[src/rtl/shift_add_multiplier_pkg.sv]
// Shared sizes, iteration count and FSM state type
// for the sequential shift-add multiplier.
package mult_pkg;

    localparam int OPERAND_W  = 5;
    localparam int PRODUCT_W  = 2 * OPERAND_W;
    localparam int ITERATIONS = 5;
    localparam int CNT_W      = 3;

    localparam logic [CNT_W-1:0] LAST_ITER = CNT_W'(ITERATIONS - 1);

    typedef enum logic [1:0] {
        IDLE,
        CALC,
        DONE
    } mult_state_t;

endpackage

[src/rtl/shift_add_multiplier_if.sv]
// Start/ready/done request bus between a client
// and the shift-add multiplier.
interface shift_add_multiplier_if;
    import mult_pkg::*;

    logic                 start;
    logic [OPERAND_W-1:0] a;
    logic [OPERAND_W-1:0] b;
    logic                 ready;
    logic                 done;
    logic [PRODUCT_W-1:0] product;

    modport master (
        output start,
        output a,
        output b,
        input  ready,
        input  done,
        input  product
    );

    modport slave (
        input  start,
        input  a,
        input  b,
        output ready,
        output done,
        output product
    );

endinterface

[src/rtl/shift_add_multiplier_adder.sv]
// 10-bit ripple-carry adder used as the shared
// datapath of the shift-add multiplier.
module TenBitFullAdder (
    input  logic [9:0] a_i,
    input  logic [9:0] b_i,
    input  logic       cin_i,
    output logic [9:0] sum_o,
    output logic       cout_o
);

    logic [10:0] carry;

    assign carry[0] = cin_i;

    for (genvar i = 0; i < 10; i++) begin : g_fa
        assign sum_o[i]     = a_i[i] ^ b_i[i] ^ carry[i];
        assign carry[i + 1] = (a_i[i] & b_i[i])
                            | (carry[i] & (a_i[i] ^ b_i[i]));
    end

    assign cout_o = carry[10];

endmodule

[src/rtl/shift_add_multiplier.sv]
// Unsigned 5x5 multiplier: five add-and-shift steps
// through one shared 10-bit ripple adder.
module shift_add_multiplier #(
    parameter int OPERAND_W = 5,
    parameter int PRODUCT_W = 10
) (
    input logic                   clk,
    input logic                   rst,
    shift_add_multiplier_if.slave bus
);
    import mult_pkg::*;

    if (PRODUCT_W != 2 * OPERAND_W || PRODUCT_W != 10
        || OPERAND_W != mult_pkg::OPERAND_W) begin : g_bad_width
        $error("shift_add_multiplier: product must be 10 bits");
    end

    mult_state_t          state_q, state_d;
    logic [PRODUCT_W-1:0] p_q, p_d;
    logic [PRODUCT_W-1:0] m_q, m_d;
    logic [OPERAND_W-1:0] q_q, q_d;
    logic [CNT_W-1:0]     cnt_q, cnt_d;

    logic [PRODUCT_W-1:0] add_b;
    logic [PRODUCT_W-1:0] add_sum;
    logic                 add_cout;

    assign add_b = q_q[0] ? m_q : '0;

    TenBitFullAdder u_adder (
        .a_i    (p_q),
        .b_i    (add_b),
        .cin_i  (1'b0),
        .sum_o  (add_sum),
        .cout_o (add_cout)
    );

    always_ff @(posedge clk) begin
        if (rst) begin
            state_q <= IDLE;
            p_q     <= '0;
            m_q     <= '0;
            q_q     <= '0;
            cnt_q   <= '0;
        end else begin
            state_q <= state_d;
            p_q     <= p_d;
            m_q     <= m_d;
            q_q     <= q_d;
            cnt_q   <= cnt_d;
        end
    end

    always_comb begin
        state_d = state_q;
        p_d     = p_q;
        m_d     = m_q;
        q_d     = q_q;
        cnt_d   = cnt_q;
        unique case (state_q)
            IDLE: begin
                if (bus.start) begin
                    state_d = CALC;
                    p_d     = '0;
                    m_d     = {{(PRODUCT_W - OPERAND_W){1'b0}}, bus.a};
                    q_d     = bus.b;
                    cnt_d   = '0;
                end
            end
            CALC: begin
                p_d   = add_sum;
                m_d   = m_q << 1;
                q_d   = q_q >> 1;
                cnt_d = cnt_q + 1'b1;
                if (cnt_q == LAST_ITER) begin
                    state_d = DONE;
                end
            end
            DONE:    state_d = IDLE;
            default: state_d = IDLE;
        endcase
    end

    // Handshake outputs are held low while reset is applied.
    always_comb begin
        bus.ready = 1'b0;
        bus.done  = 1'b0;
        if (!rst) begin
            bus.ready = (state_q == IDLE);
            bus.done  = (state_q == DONE);
        end
    end

    assign bus.product = p_q;

    // 31*31 fits in 10 bits, so the shared adder never carries out.
    a_no_carry: assert property (
        @(posedge clk) disable iff (rst)
        (state_q == CALC) |-> !add_cout
    );

endmodule

[src/flat_wrapper.sv]
// flat-port wrapper written by rule: the top's interface ports become plain ports
module shift_add_multiplier_flat import mult_pkg::*;
#(
    parameter int OPERAND_W = 5,
    parameter int PRODUCT_W = 10
)
  (clk, rst, bus_start, bus_a, bus_b, bus_ready, bus_done, bus_product);
  shift_add_multiplier_if bus_i ();
  input logic clk;
  input logic rst;
  input wire logic [$bits(bus_i.start)-1:0] bus_start;
  input wire logic [$bits(bus_i.a)-1:0] bus_a;
  input wire logic [$bits(bus_i.b)-1:0] bus_b;
  output wire logic [$bits(bus_i.ready)-1:0] bus_ready;
  output wire logic [$bits(bus_i.done)-1:0] bus_done;
  output wire logic [$bits(bus_i.product)-1:0] bus_product;
  assign bus_i.start = bus_start;
  assign bus_i.a = bus_a;
  assign bus_i.b = bus_b;
  assign bus_ready = bus_i.ready;
  assign bus_done = bus_i.done;
  assign bus_product = bus_i.product;
  shift_add_multiplier #(.OPERAND_W(OPERAND_W), .PRODUCT_W(PRODUCT_W)) u_core (.clk(clk), .rst(rst), .bus(bus_i));
endmodule
[config.mk]
export PLATFORM = sky130hd
export DESIGN_NAME = shift_add_multiplier_flat
export DESIGN_NICKNAME = d
export VERILOG_FILES = /design/src/rtl/shift_add_multiplier_pkg.sv /design/src/rtl/shift_add_multiplier_if.sv /design/src/rtl/shift_add_multiplier_adder.sv /design/src/rtl/shift_add_multiplier.sv /design/src/flat_wrapper.sv
export SDC_FILE = /design/constraint.sdc
export NUM_CORES = 1
export LEC_CHECK = 0
export CAP_MARGIN = 25
export CORE_ASPECT_RATIO = 1.2
export CORE_MARGIN = 3
export CORE_UTILIZATION = 52
export CTS_CLUSTER_SIZE = 28
export DETAILED_ROUTE_END_ITERATION = 10
export HOLD_SLACK_MARGIN = 0.15
export PLACE_DENSITY = 0.84
export SLEW_MARGIN = 30
export SYNTH_ARGS = -nofsm -noshare
export SYNTH_HDL_FRONTEND = slang
export SYNTH_SLANG_ARGS = --single-unit
export TNS_END_PERCENT = 30
[constraint.sdc]
create_clock -name clk -period 5.36 [get_ports clk]
set_input_delay 1.072 -clock clk [delete_from_list [all_inputs] [get_ports clk]]
set_output_delay 1.072 -clock clk [all_outputs]
set_load 0.05 [all_outputs]
==> impl_metrics.ini, run 1 <==
[power]
power_density_nw_per_um2 = 242.9
p_total_uw = 440.1
leakage_uw = 0.0006366
ir_worst_vdd_mv = 0.2008

[setup_path]
crit_type = reg -> reg
cp.arrival_ps = 4770
slowest_delay_ps = 560
start_kind = flip-flop
cp_cell_sequence = and2_1 > ha_1 > inv_1 > fa_1 > fa_1 > fa_1 > fa_1 > fa_1 > fa_1 > inv_1 > fa_1 > inv_1 > fa_1 > xor2_1 > a211o_1 > a31oi_1
crit_top_cell = fa_1
cp-end-kind = flip-flop
worst-endpoint-required_ps = 5620
worst_path_max_delay_cell = dfxtp_1
critical_path_buf_inv_count = 3
critical-path-top-delay-family = adder cells
crit_fanout = 13

[sta]
tns_ps = 0
slew_headroom_pct = 48.13
hold_viol_final = 0
fmax_mhz = 221.6
whs_ps = 484.4
fin_skew_ps = 5.652
min_period_ps = 4513
fin_crit_sh_pct = 84.19
worst_pin_slew_ps = 777.1
maxSlewViolCount = 0
rsz0062_at_grt = false
setup_viol = 0

[drt]
drt-total-wl_um = 3098
drt-wirelength-per-cell_um = 14.28
routed_via_density = 5.714
vias = 1240
drt_iter0_drc = 38
first_pass_iters = 4
route.detailed.drc = 0
drtAntennaViolNets = 0

[floorplan]
coreArea_um2 = 2678
die_h_um = 65.35
die_w_um = 55.46
die_area_um2 = 3624
start_util_pct = 57.01
boundaryPins = 25
row_count = 20

[finish]
nets = 207
multi_input_area_um2 = 794.5
drive_gt1_share_pct = 5.435
fill_cells = 206
antenna_cells = 0
final_common_cell = dfxtp_1
regArea_um2 = 600.6
area.growth.synth_to_final_pct = 18.69
final_cell_mix = 30 x dfxtp_1, 24 x clkdlybuf4s50_1, 20 x inv_1

[hold_path]
hold_path_class = reg -> reg

[placement]
io_buffers = 24
hpwl_um = 2202
gp_congestion = 0.7476

[cts]
post_cts_buffers = 0
cts_max_level = 2
cts_resized = 0
clockBufferDepth = 2
root_buffer = clkbuf_4
clk_latency_ps = 340
clkTransAtPathRegs_ps = 100
cts_tree = built
cts_hold_buf = 0
cts_made_buffers = 5
cts.sinks = 30

[logic_synthesis]
seq_area_frac_synth_pct = 39.34
synth_edf_count = 0
synthFlopType = dfxtp_1
async_flop_share_pct = 0
ys_ff_latch = 30
avgSynthCellArea_um2 = 9.365
syn_nets = 187
yosysWarningCount = 0
syn-cell-area_um2 = 1526
netlist_instances = 163
ys_types = 33

[global_route]
grt_pass1_wl_um = 5382
antenna_found_initial = 0
grt_pass1_vias = 1276
grt_max_degree = 26
grt_overflow = 0
grt.total_usage_pct = 18.83

[outcome]
status = complete, no violations

[run]
cap_viol_max_count = 0
## layout make-up
cell class	count	share of cell area [%]
well taps	33	2.279
multi-input cells	102	43.85
inverters	20	4.144
repair buffers	24	13.26
clock buffers	7	3.039
clock inverters	1	0.2762
flip-flops and latches	30	33.15
## registers in the layout, summed over array words and instances, names as in the netlist
signal	count
u_core.bus.product	10
u_core.state_q	2
u_core.q_q	5
u_core.cnt_q	3
u_core.m_q	10
## per-stage QoR
step	util (%)	cell area [um2]	std cells	worst slack, ps
after detailed placement	65.42	1752	209	888.1
final	67.66	1812	217	847.3
after CTS	67.66	1812	217	836.5
after global routing	67.66	1812	217	631.6
after floorplan	-	1526	163	973.3
after global placement	65.42	1752	209	991.7
## report_power, final
part | switching [uW] | internal (uW)
Combinational | 28.1 | 25.0
Sequential | 11.4 | 231
Clock | 80.6 | 63.5
Total | 120 | 320
## synth_stat cells (2+ instances only)
library cell  instances  area share (%)
nand4bb_1             3             2.2
a21oi_1              17             5.6
inv_1                20             4.9
nor2_1               17             4.2
o221a_1               7             5.2
a31oi_1               2            0.82
buf_2                 6             2.0
a22o_1                8             4.6
ha_1                  3             2.5
o2bb2ai_1             7             4.0
nand2b_1              2            0.82
nand2_1               9             2.2
dfxtp_1              30              39
and2_1                2            0.82
clkbuf_1              3            0.74
fa_1                  8              10
buf_4                 2            0.98
o21ai_1               2            0.66
## path summary, 6_finish.rpt
kind	depth (start not counted)	endpoint	startpoint	slack (ps)
setup / recovery	16	u_core.bus.product[9]	u_core.q_q[0]	850
hold / removal	1	u_core.bus.product[3]	u_core.bus.product[3]	480
setup reg to reg	16	u_core.bus.product[9]	u_core.q_q[0]	850
hold reg to reg	1	u_core.bus.product[3]	u_core.bus.product[3]	480
## cells by family after synthesis
kind of cell | Yosys count | synth area share (%)
mux | 1 | 0.6558
xor+xnor | 1 | 0.5739
flops | 30 | 39.34
fa+ha+maj | 11 | 12.95
buf+inv | 31 | 8.606
simple gates | 41 | 14.18
compound gates | 48 | 23.69
## worst reg2reg max path, delay by kind of cell, from the launching register on
family	cells	cell delay, ps
AOI/OAI and AO/OA	2	390
and+or+nand+nor	1	190
xor gates and xnor gates	1	170
DFF	1	560
adders and majority gates	9	2960
buffers and inverters	3	170
## per-layer routing
| layer | track usage (%) | wire, um | share of wire (%) |
|---|---|---|---|
| met1 | 21.40 | 1335 | 43 |
| met2 | 32.54 | 1596 | 52 |
| met3 | 6.287 | 125 | 4.0 |
| met5 | 0 | 0 | 0 |
| met4 | 7.295 | 40 | 1.3 |
Power figures use the tool's default switching activity.
==> inputs of run 2 (changes only) <==
--- a/config.mk
+++ b/config.mk
@@ -8,11 +8,11 @@
 export CAP_MARGIN = 25
 export CORE_ASPECT_RATIO = 1.2
 export CORE_MARGIN = 3
-export CORE_UTILIZATION = 52
+export CORE_UTILIZATION = 47
 export CTS_CLUSTER_SIZE = 28
 export DETAILED_ROUTE_END_ITERATION = 10
 export HOLD_SLACK_MARGIN = 0.15
-export PLACE_DENSITY = 0.84
+export PLACE_DENSITY = 0.8
 export SLEW_MARGIN = 30
 export SYNTH_ARGS = -nofsm -noshare
 export SYNTH_HDL_FRONTEND = slang
==> constraint.sdc (replaced) <==
create_clock -name clk -period 3.8 [get_ports clk]
set_input_delay 0.76 -clock clk [delete_from_list [all_inputs] [get_ports clk]]
set_output_delay 0.76 -clock clk [all_outputs]
set_load 0.05 [all_outputs]
==> run 2 against run 1 <==
The run now ends with setup timing left. Utilization is 4.9 points lower. Wire length increased by 2.0%. Clock power up 140%. Sequential cell count unchanged. Critical path depth unchanged. First-iteration DRC count up 2.6%. Global-route usage down 0.60 points. Sequential power grew 40%. Non-clock buffer count grew 6. Register-to-register slack lost 980 ps. Clock skew rose by 1.5 ps.
==> impl_metrics.ini, run 2 (synthesis gave the netlist of run 1 again) <==
[global_route]
grt_overflow = 0
antenna_found_initial = 0
grt_pass1_wl_um = 5409
grt.total_usage_pct = 18.23
grt_pass1_vias = 1206
grt_max_degree = 26

[drt]
drt-total-wl_um = 3160
drt-wirelength-per-cell_um = 13.98
drt_iter0_drc = 39
routed_via_density = 5.465
drtAntennaViolNets = 0
vias = 1235
first_pass_iters = 4
route.detailed.drc = 0

[floorplan]
coreArea_um2 = 3083
die_h_um = 68.43
boundaryPins = 25
start_util_pct = 49.51
row_count = 22
die_w_um = 58.03
die_area_um2 = 3971

[sta]
min_period_ps = 3932
worst_pin_slew_ps = 768.4
slew_headroom_pct = 48.70
maxSlewViolCount = 0
rsz0062_at_grt = true
setup_viol = 1
fmax_mhz = 254.3
fin_ws_ps = -132.4
hold_viol_final = 0
fin_crit_sh_pct = 103.5
fin_skew_ps = 7.136

[cts]
post_cts_buffers = 0
cts_made_buffers = 5
cts.sinks = 30
cts_max_level = 2
clk_latency_ps = 340
root_buffer = clkbuf_4
cts_hold_buf = 0
clockBufferDepth = 2
cts_tree = built
clkTransAtPathRegs_ps = 100

[finish]
final_util_pct = 62.74
drive_gt1_share_pct = 15.26
final_cell_mix = 26 x dfxtp_1, 24 x clkdlybuf4s50_1, 19 x inv_1
fin_area_um2 = 1934
area.growth.synth_to_final_pct = 26.72
nets = 213
final_common_cell = dfxtp_1
antenna_cells = 0

[setup_path]
start_kind = flip-flop
cp-startpoint = u_core.m_q[0]
crit_type = reg -> reg
worst-endpoint-required_ps = 4060
cp.arrival_ps = 4190
reg2reg_from = u_core.m_q[0]
cp-end-kind = flip-flop
crit_fanout = 2

[run]
cap_viol_max_count = 0

[power]
ir_worst_vdd_mv = 0.4505
power_density_nw_per_um2 = 396.8
leakage_uw = 0.0006985

[placement]
gp_congestion = 0.7740
hpwl_um = 2220
dpl-instance-area_um2 = 1817
io_buffers = 24

[hold_path]
hold_path_startpoint = u_core.bus.product[2]
hold_path_class = reg -> reg

[outcome]
violations = setup timing
status = finished with violations
run 2: changes by cell type in the layout (fill, tap and decap cells not counted):
cell	previous run	this run
clkbuf_1	1	0
bufinv_16	0	2
dfxtp_2	0	4
fa_2	0	7
inv_1	20	19
clkinv_2	1	0
buf_4	0	6
fa_1	8	1
inv_2	0	1
dfxtp_1	30	26
run 2: critical path, stage by stage (launching register included):
cell and delay, ps:
dfxtp_2 340, and2_1 120, ha_1 130, inv_1 50, fa_2 340, fa_2 360, fa_2 340, fa_2 340
fa_2 340, fa_2 340, inv_2 60, fa_1 150, inv_1 50, fa_2 330, xor2_1 160, a211o_1 230
a31oi_1 180
run 2: power breakdown:
group          switching, uW  total (uW)  internal (uW)  leakage (uW)
Combinational           44.7        84.7           40.0      0.000394
Clock                    120         343            223     0.0000585
Sequential              12.9         340            327      0.000246
Total                    178         768            590      0.000698
run 2: through the flow:
stage	setup slack, ps	hold WS (ps)	TNS, ps	cells	power [uW]
CTS	-161.0	489.2	-161.0	226	771.5
global placement	-95.68	446.9	-95.68	218	427.9
detailed placement	-180.6	472.8	-180.6	218	431.8
global route	-326.1	510.5	-326.1	226	796.9
floorplan	-240.5	456.3	-240.5	163	401.9
finish	-132.4	485.4	-132.4	226	767.6
run 2: path summary, 6_finish.rpt:
check | depth (start not counted) | slack, ps | endpoint
setup reg to reg | 16 | -130 | u_core.bus.product[9]
setup / recovery | 16 | -130 | u_core.bus.product[9]
hold / removal | 1 | 490 | u_core.bus.product[2]
hold reg to reg | 1 | 490 | u_core.bus.product[2]
run 2: layout make-up:
cell class,count,area [um2]
clock buffers,6,51.30
clock inverters,2,60.06
fillers,260,1149
inverters,20,75.07
multi-input cells,102,812.0
flip-flops and latches,30,605.6
well taps,36,45.04
repair buffers,30,285.3
run 2: repair_timing:
item	CTS	global route
setup endpoints to repair	1	2
pin swaps	1	1
resized for setup	2	2
run 2: routing by layer:
layer  vias to the layer above  part of all wire, %  global-route usage [%]
li1                        610                    -                       -
met1                       597                   44                   21.63
met2                        21                   51                   29.94
met3                         7                  2.7                   5.849
met4                         0                  2.1                   8.406
met5                         -                    0                       0
==> inputs of run 3 (changes only) <==
--- a/config.mk
+++ b/config.mk
@@ -11,7 +11,8 @@
 export CORE_UTILIZATION = 47
 export CTS_CLUSTER_SIZE = 28
 export DETAILED_ROUTE_END_ITERATION = 10
-export HOLD_SLACK_MARGIN = 0.15
+export GPL_TIMING_DRIVEN = 0
+export HOLD_SLACK_MARGIN = 0.06
 export PLACE_DENSITY = 0.8
 export SLEW_MARGIN = 30
 export SYNTH_ARGS = -nofsm -noshare
==> run 3 against run 2 <==
Worst setup slack got worse by 44 ps. Largest cell class unchanged. The run still ends with setup timing left. Critical endpoint unchanged. Via count increased by 3.2%. Sequential share of layout area increased by 0.77 points.
==> impl_metrics.ini, run 3 (synthesis gave the netlist of run 1 again) <==
[sta]
fin_crit_sh_pct = 104.6
fin_skew_ps = 5.389
whs_ps = 475.5
fmax_mhz = 251.5
maxSlewViolCount = 0
setup_viol = 1
tns_ps = -176.4
slew_headroom_pct = 66.85
worst_pin_slew_ps = 495.7
rsz0062_at_grt = true
hold_viol_final = 0
min_period_ps = 3976
fin_ws_ps = -176.4

[setup_path]
cp-end-kind = flip-flop
cp.arrival_ps = 4220
crit_fanout = 2
reg2reg_from = u_core.q_q[0]
worst-endpoint-required_ps = 4050
crit_type = reg -> reg
start_kind = flip-flop
cp-startpoint = u_core.q_q[0]

[finish]
drive_gt1_share_pct = 16.92
multi_input_area_um2 = 812.0
fill_cells = 269
final_cell_mix = 26 x dfxtp_1, 22 x clkdlybuf4s50_1, 19 x inv_1
antenna_cells = 0
nets = 218
final_common_cell = dfxtp_1
area.growth.synth_to_final_pct = 24.18
fin_area_um2 = 1896
regArea_um2 = 608.1

[global_route]
grt_max_degree = 11
grt.total_usage_pct = 18.25
grt_pass1_vias = 1275
grt_overflow = 0
antenna_found_initial = 0
grt_pass1_wl_um = 5471

[cts]
cts.sinks = 30
root_buffer = clkbuf_4
cts_hold_buf = 0
cts_made_buffers = 5
cts_tree = built
clkTransAtPathRegs_ps = 90
cts_max_level = 2
clk_latency_ps = 320
clockBufferDepth = 2

[power]
power_density_nw_per_um2 = 329.0
leakage_uw = 0.0006914
ir_worst_vdd_mv = 0.2476

[floorplan]
die_w_um = 58.03
die_h_um = 68.43
row_count = 22
die_area_um2 = 3971
start_util_pct = 49.51
coreArea_um2 = 3083
boundaryPins = 25

[hold_path]
hold_path_startpoint = u_core.bus.product[1]
hold_path_class = reg -> reg

[outcome]
status = finished with violations
violations = setup timing

[drt]
first_pass_iters = 4
routed_via_density = 5.519
vias = 1275
route.detailed.drc = 0
drt-total-wl_um = 3210
drtAntennaViolNets = 0
drt-wirelength-per-cell_um = 13.90
drt_iter0_drc = 40

[placement]
io_buffers = 22
dpl-instance-area_um2 = 1818
gp_congestion = 0.7586
hpwl_um = 2330

[run]
cap_viol_max_count = 0
-- run 3: changes by cell type in the layout (fill, tap and decap cells not counted) --
cell and delta:
buf_2 +6, clkbuf_1 +3, bufinv_16 -2, clkdlybuf4s50_1 -2, buf_4 -1, clkinv_2 +1
dfxtp_2 -1, dfxtp_4 +1
-- run 3: what timing repair did --
item                                   4_1_cts  5_1_grt
resized for setup                            5        0
setup endpoints to repair                    2        2
endpoints found under the hold margin        0        0
buffers inserted                             3        0
pin swaps                                    3        0
-- run 3: cell type report --
| class | count | area share (%) |
|---|---|---|
| buffer | 10 | 2.772 |
| tap | 36 | 2.376 |
| sequential | 30 | 32.08 |
| inverter | 20 | 3.960 |
| clock inverter | 1 | 0.2640 |
| clock buffer | 7 | 2.904 |
| timing repair buffer | 25 | 12.81 |
| multi-input combinational | 102 | 42.84 |
-- run 3: layer usage --
layer	share of wire [%]	global-route usage [%]	wire (um)	vias up
met4	2.8	11.01	89	0
met1	43	20.65	1384	610
met2	50	30.51	1617	25
met5	0	0	0	-
li1	-	-	-	627
met3	3.7	5.094	118	13
-- run 3: critical path: stages (launching register included) --
cell,delay [ps]
dfxtp_4,360
and2_1,110
ha_1,130
inv_1,60
fa_2,400
fa_2,350
fa_2,340
fa_2,340
fa_2,340
fa_2,340
inv_2,60
fa_1,140
inv_1,50
fa_2,330
xor2_1,160
a211o_1,230
a31oi_1,140
-- run 3: worst paths after layout --
path                            slack (ps)                     to  cells after the start
worst max register to register        -180  u_core.bus.product[9]                     16
worst min-delay path                   480  u_core.bus.product[1]                      1
worst min register to register         480  u_core.bus.product[1]                      1
worst max-delay path                  -180  u_core.bus.product[9]                     16
-- run 3: stage by stage --
| stage | std cells | setup WS (ps) | util, % | total power, uW |
|---|---|---|---|---|
| detailed placement | 221 | -453.7 | 58.97 | 431.8 |
| global route | 231 | -363.4 | 61.49 | 658.7 |
| finish | 231 | -176.4 | 61.49 | 623.7 |
| floorplan | 163 | -240.5 | - | 401.9 |
| global placement | 221 | -401.3 | 58.97 | 428.0 |
| CTS | 231 | -179.4 | 61.49 | 628.8 |
-- run 3: where the power goes --
group / total (uW) / switching, uW / internal [uW]
combinational: 89.0 / 48.8 / 40.2
sequential: 337 / 10.5 / 327
clock: 198 / 108 / 89.6
==> variant 1, RTL diff (config.mk and constraints of run 1) <==
Take the reset off `p_q` and load it in a clocked block of its own.
--- a/src/rtl/shift_add_multiplier.sv
+++ b/src/rtl/shift_add_multiplier.sv
@@ -38,17 +38,19 @@
     always_ff @(posedge clk) begin
         if (rst) begin
             state_q <= IDLE;
-            p_q     <= '0;
             m_q     <= '0;
             q_q     <= '0;
             cnt_q   <= '0;
         end else begin
             state_q <= state_d;
-            p_q     <= p_d;
             m_q     <= m_d;
             q_q     <= q_d;
             cnt_q   <= cnt_d;
         end
+    end
+
+    always_ff @(posedge clk) begin
+        p_q <= p_d;
     end
 
     always_comb begin
Behaviour: differs if rst is asserted again (counterexample within 4 cycles, from zero or initial values and one cycle with rst high); with rst held inactive, the same outputs for 10 cycles.
==> variant 1 against run 1 <==
Worst hold slack better by 25 ps; setup slack better by 160 ps; maximum frequency is 3.8% higher; final area is 0.90% higher; power is 13% higher; routed wire length is 5.5% lower; synthesized area is 1.3% higher; sequential cell count stayed put.
==> variant 1: results (changes against run 1) <==
** Critical path
- The endpoint identified for the worst register-to-register timing path is u_core.bus.product[9].
- The path depth of the worst reg2reg path was 15 (-1).
- The slack of the worst reg-to-reg path was 1010 ps (+160 ps).
- Data arrival at the endpoint of the critical path :: 4450 ps (-320 ps)
- Largest stage delay on the critical path :: 400 ps (-160 ps)

** Yosys
- The post-synthesis compound-gate area fraction came to 16.3% (-7.3 points).
- Proportion of synthesized chip area in sequential cells :: 45.3% (+6.0 points)
- The area share of fa/ha/maj cells after synthesis was 12.8% (-0.17 points).
- The number of unique standard cell types used by synthesis came to 30 (-9.1%).
- Synthesized netlist net count :: 161 (-14%)
- Number of synthesized flops with an enable pin :: 10 (+10)
- Ranked by total cell area, the synthesized netlist is headed by sky130_fd_sc_hd__dfxtp_1, sky130_fd_sc_hd__edfxtp_1, sky130_fd_sc_hd__fa_1.

** Global route
- Largest net degree at the start of global routing :: 19 (-27%)
- GRT Overall Usage :: 18.1% (-0.70 points)
- The via count of the first global-routing pass was 1168 (-8.5%).

** Worst hold path
- In this run the most critical hold path is launched from u_core.cnt_q[2].
- Hold-critical path depth :: 2 (+1)
- For hold timing, the worst endpoint is u_core.cnt_q[2].

** Drt
- The total wire length after detailed routing was 2930 um (-5.5%).
- The number of vias per cell after detailed routing is 5.59 (-2.1%).
- Number of DRC violations after detailed-routing iteration 0 :: 20 (-47%)

** Power
- Maximum resistive drop on vdd :: 0.000175 V (-13%)
- The cell leakage power was 0.695 nW (+9.2%).

** Timing
- The normalized max-slew margin came to 66.6% (+18 points).
- The hold slack came to 509 ps (+25.0 ps).
- The final setup skew is 8.14 ps (+2.49 ps).

** Place
- Routability congestion estimate from global placement :: 0.757 (+1.2%)
- The detailed placement HPWL was 2060 um (-6.2%).

** Outcome
- Status :: finished clean
## variant 1: cell types whose count changed in the layout (fill, tap and decap cells not counted), moves of 10 or more
| cell | before | now |
|---|---|---|
| sky130_fd_sc_hd__and2_1 | 2 | 16 |
| sky130_fd_sc_hd__edfxtp_1 | 0 | 10 |
| sky130_fd_sc_hd__a21oi_1 | 17 | 3 |
| sky130_fd_sc_hd__dfxtp_1 | 30 | 20 |
| sky130_fd_sc_hd__inv_1 | 20 | 6 |
## variant 1: worst max-delay path, delay by kind of cell, from the launching register on
family	cells	cell delay, ps
adder cells (fa/ha/maj)	9	3020
flip-flops	1	400
XOR/XNOR	2	330
AND/OR/NAND/NOR	2	240
buffers and inverters	2	110
## variant 1: how the worst max path moves through the flow
| stage | start | endpoint | depth (start not counted) | slack (ps) |
|---|---|---|---|---|
| after floorplan | u_core.bus.product[0] | u_core.bus.product[9] | 14 | 980 |
| after global placement | u_core.q_q[0] | u_core.bus.product[9] | 15 | 1110 |
| after detailed placement | u_core.q_q[0] | u_core.bus.product[9] | 15 | 1020 |
| after CTS | u_core.q_q[0] | u_core.bus.product[9] | 15 | 1000 |
| after global routing | u_core.q_q[0] | u_core.bus.product[9] | 15 | 840 |
| final | u_core.q_q[0] | u_core.bus.product[9] | 15 | 1010 |
## variant 1: cell type report
type	count	area (um2)	area share (%)
well taps	34	42.5	2.33
repair buffers	25	248	13.6
multi-input cells	92	746	40.8
flip-flops and latches	30	701	38.3
clock buffers	5	37.5	2.05
inverters	8	37.5	2.05
clock inverters	3	16.3	0.890
## variant 1: cells by family after synthesis
group / after synthesis
compound gates: 30
xor+xnor: 2
fa+ha+maj: 11
buf+inv: 15
flops: 30
mux: 1
simple gates: 48
## variant 1: metal layers
metal | global-route usage [%] | wire, um
met5 | 0 | 0
met4 | 10.9 | 89
met3 | 3.73 | 106
met2 | 31.4 | 1490
met1 | 20.5 | 1240
## variant 1: power by group
group          switching, mW  internal, mW
combinational         0.0608        0.0410
sequential            0.0143         0.252
clock                 0.0820        0.0486
total                  0.157         0.341
## variant 1: per-stage QoR
| step | cell area, um2 | std cells | setup WS [ps] | utilization [%] | total power, mW |
|---|---|---|---|---|---|
| 2_1_floorplan | 1550 | 137 | 980 | - | 0.340 |
| 3_3_place_gp | 1770 | 189 | 1110 | 63.1 | 0.369 |
| 3_5_place_dp | 1770 | 189 | 1020 | 63.1 | 0.373 |
| 4_1_cts | 1830 | 197 | 1000 | 65.0 | 0.505 |
| 6_report | 1830 | 197 | 1010 | 65.0 | 0.498 |
| 5_1_grt | 1830 | 197 | 844 | 65.0 | 0.523 |
==> variant 2, RTL diff (settings of run 1) <==
Made on the original files. Change the package constant `CNT_W` from 3 to 5.
--- a/src/rtl/shift_add_multiplier_pkg.sv
+++ b/src/rtl/shift_add_multiplier_pkg.sv
@@ -5,7 +5,7 @@
     localparam int OPERAND_W  = 5;
     localparam int PRODUCT_W  = 2 * OPERAND_W;
     localparam int ITERATIONS = 5;
-    localparam int CNT_W      = 3;
+    localparam int CNT_W      = 5;
 
     localparam logic [CNT_W-1:0] LAST_ITER = CNT_W'(ITERATIONS - 1);
 
Function: same outputs for any inputs over 10 cycles, from zero or initial values and one cycle with rst high; that may be too few to reach the edited logic, so the function may still have changed.
==> variant 2 against run 1 <==
Sequential share of layout area increased by 0.42 points; setup slack got worse by 250 ps; final cell count up 4.1%; synthesized area is 6.1% higher; synthesized cell count is 4.9% higher; first-iteration DRC count is 21% higher; routed wire length up 15%; final area up 5.3%; power up 3.9%; sequential cell count up 2; critical endpoint unchanged; highest routed layer unchanged.
==> variant 2: results (changes against run 1) <==
** Global route
- The via count of the first global-routing pass came to 1389 (+8.9%).
- Wire length of the first global-routing pass :: 6100 um (+13%)
- Largest net degree at the start of global routing :: 22 (-15%)

** Yosys
- Adder and majority cell fraction of the synthesized area :: 12.2% (-0.74 points)
- The sequential element share of the synthesized area is 39.6% (+0.22 points).
- The net count of the mapped netlist is 195 (+4.3%).
- Top cells by area, synth :: sky130_fd_sc_hd__dfxtp_1, sky130_fd_sc_hd__fa_1, sky130_fd_sc_hd__a22o_1
- Synth async-reset ratio :: 0% (unchanged)
- The number of unique standard cell types used by synthesis is 39 (+18%).
- By count the netlist is led by sky130_fd_sc_hd__dfxtp_1, sky130_fd_sc_hd__inv_1, sky130_fd_sc_hd__nor2_1.
- Synth Area in Compound Gates :: 20.9% (-2.7 points)
- Post-synthesis share of cell area spent on xor and xnor gates :: 0% (-0.57 points)
- Mux contribution to synthesized area :: 3.17% (+2.5 points)

** Final layout
- The fraction of layout cells with a size suffix above 1 was 8.85% (+3.4 points).
- The final layout net count is 215 (+3.9%).

** Critical path
- Setup slack of the worst register-to-register path :: 600 ps (-250 ps)

** Outcome
- Status :: finished clean

** Place
- Routability congestion estimate from global placement :: 0.755 (+0.99%)
- DP HPWL :: 2530 um (+15%)

** Power
- The maximum VDD drop was 0.000159 V (-21%).
- Leakage power :: 0.693 nW (+8.9%)

** Drt
- Number of DRC violations after detailed-routing iteration 0 :: 46 (+21%)
- Avg WL per Cell :: 15.7 um (+10%)
- The number of vias per cell after detailed routing was 5.89 (+3.1%).

** Timing
- The normalized max-slew margin is 58.9% (+11 points).

** Worst hold path
- Hold-critical path depth :: 2 (+1)
variant 2: logic make-up after synthesis:
logic type,after synthesis
simple gates,49
compound gates,45
flops,32
buf+inv,29
fa+ha+maj,11
mux,5
variant 2: cell type report:
type,count,share of cell area [%]
clock buffers,8,3.08
flip-flops and latches,32,33.6
well taps,34,2.23
multi-input cells,110,44.8
repair buffers,25,13.0
inverters,17,3.34
variant 2: critical path, cell delays in order (launching register included):
cell and delay, ps:
sky130_fd_sc_hd__dfxtp_1 610, sky130_fd_sc_hd__and2_1 210, sky130_fd_sc_hd__ha_1 130, sky130_fd_sc_hd__inv_1 40, sky130_fd_sc_hd__fa_1 370, sky130_fd_sc_hd__fa_1 390, sky130_fd_sc_hd__fa_1 390, sky130_fd_sc_hd__fa_1 390
sky130_fd_sc_hd__fa_1 410, sky130_fd_sc_hd__fa_1 390, sky130_fd_sc_hd__inv_1 80, sky130_fd_sc_hd__fa_1 150, sky130_fd_sc_hd__inv_1 50, sky130_fd_sc_hd__fa_1 370, sky130_fd_sc_hd__a21boi_0 160, sky130_fd_sc_hd__o211a_1 270
sky130_fd_sc_hd__a211o_1 220
variant 2: per-layer routing:
layer	GRT usage (%)	share of wire, %	vias up
li1	-	-	637
met1	22.3	41	654
met2	37.1	53	33
met3	7.95	5.1	7
met4	7.83	1.2	0
met5	0	0	-
variant 2: path summary, 6_finish.rpt:
check,from,end
worst min-delay path,u_core.q_q[4],u_core.q_q[4]
worst min register to register,u_core.q_q[4],u_core.q_q[4]
worst max-delay path,u_core.q_q[0],u_core.bus.product[9]
worst max register to register,u_core.q_q[0],u_core.bus.product[9]
variant 2: per-stage QoR:
step                      area [um2]  std cells  hold slack [ps]  setup slack [ps]  power (mW)
final                           1910        226              505               602       0.457
after CTS                       1910        226              497               595       0.459
after global placement          1850        218              457               892       0.315
after global routing            1910        226              530               426       0.479
after detailed placement        1850        218              482               617       0.318
after floorplan                 1620        171              445               912       0.298
variant 2: where the power goes:
part / switching, mW / internal (mW) / total, mW
logic: 0.0295 / 0.0258 / 0.0553
clock network: 0.0798 / 0.0647 / 0.145
registers: 0.0110 / 0.246 / 0.257
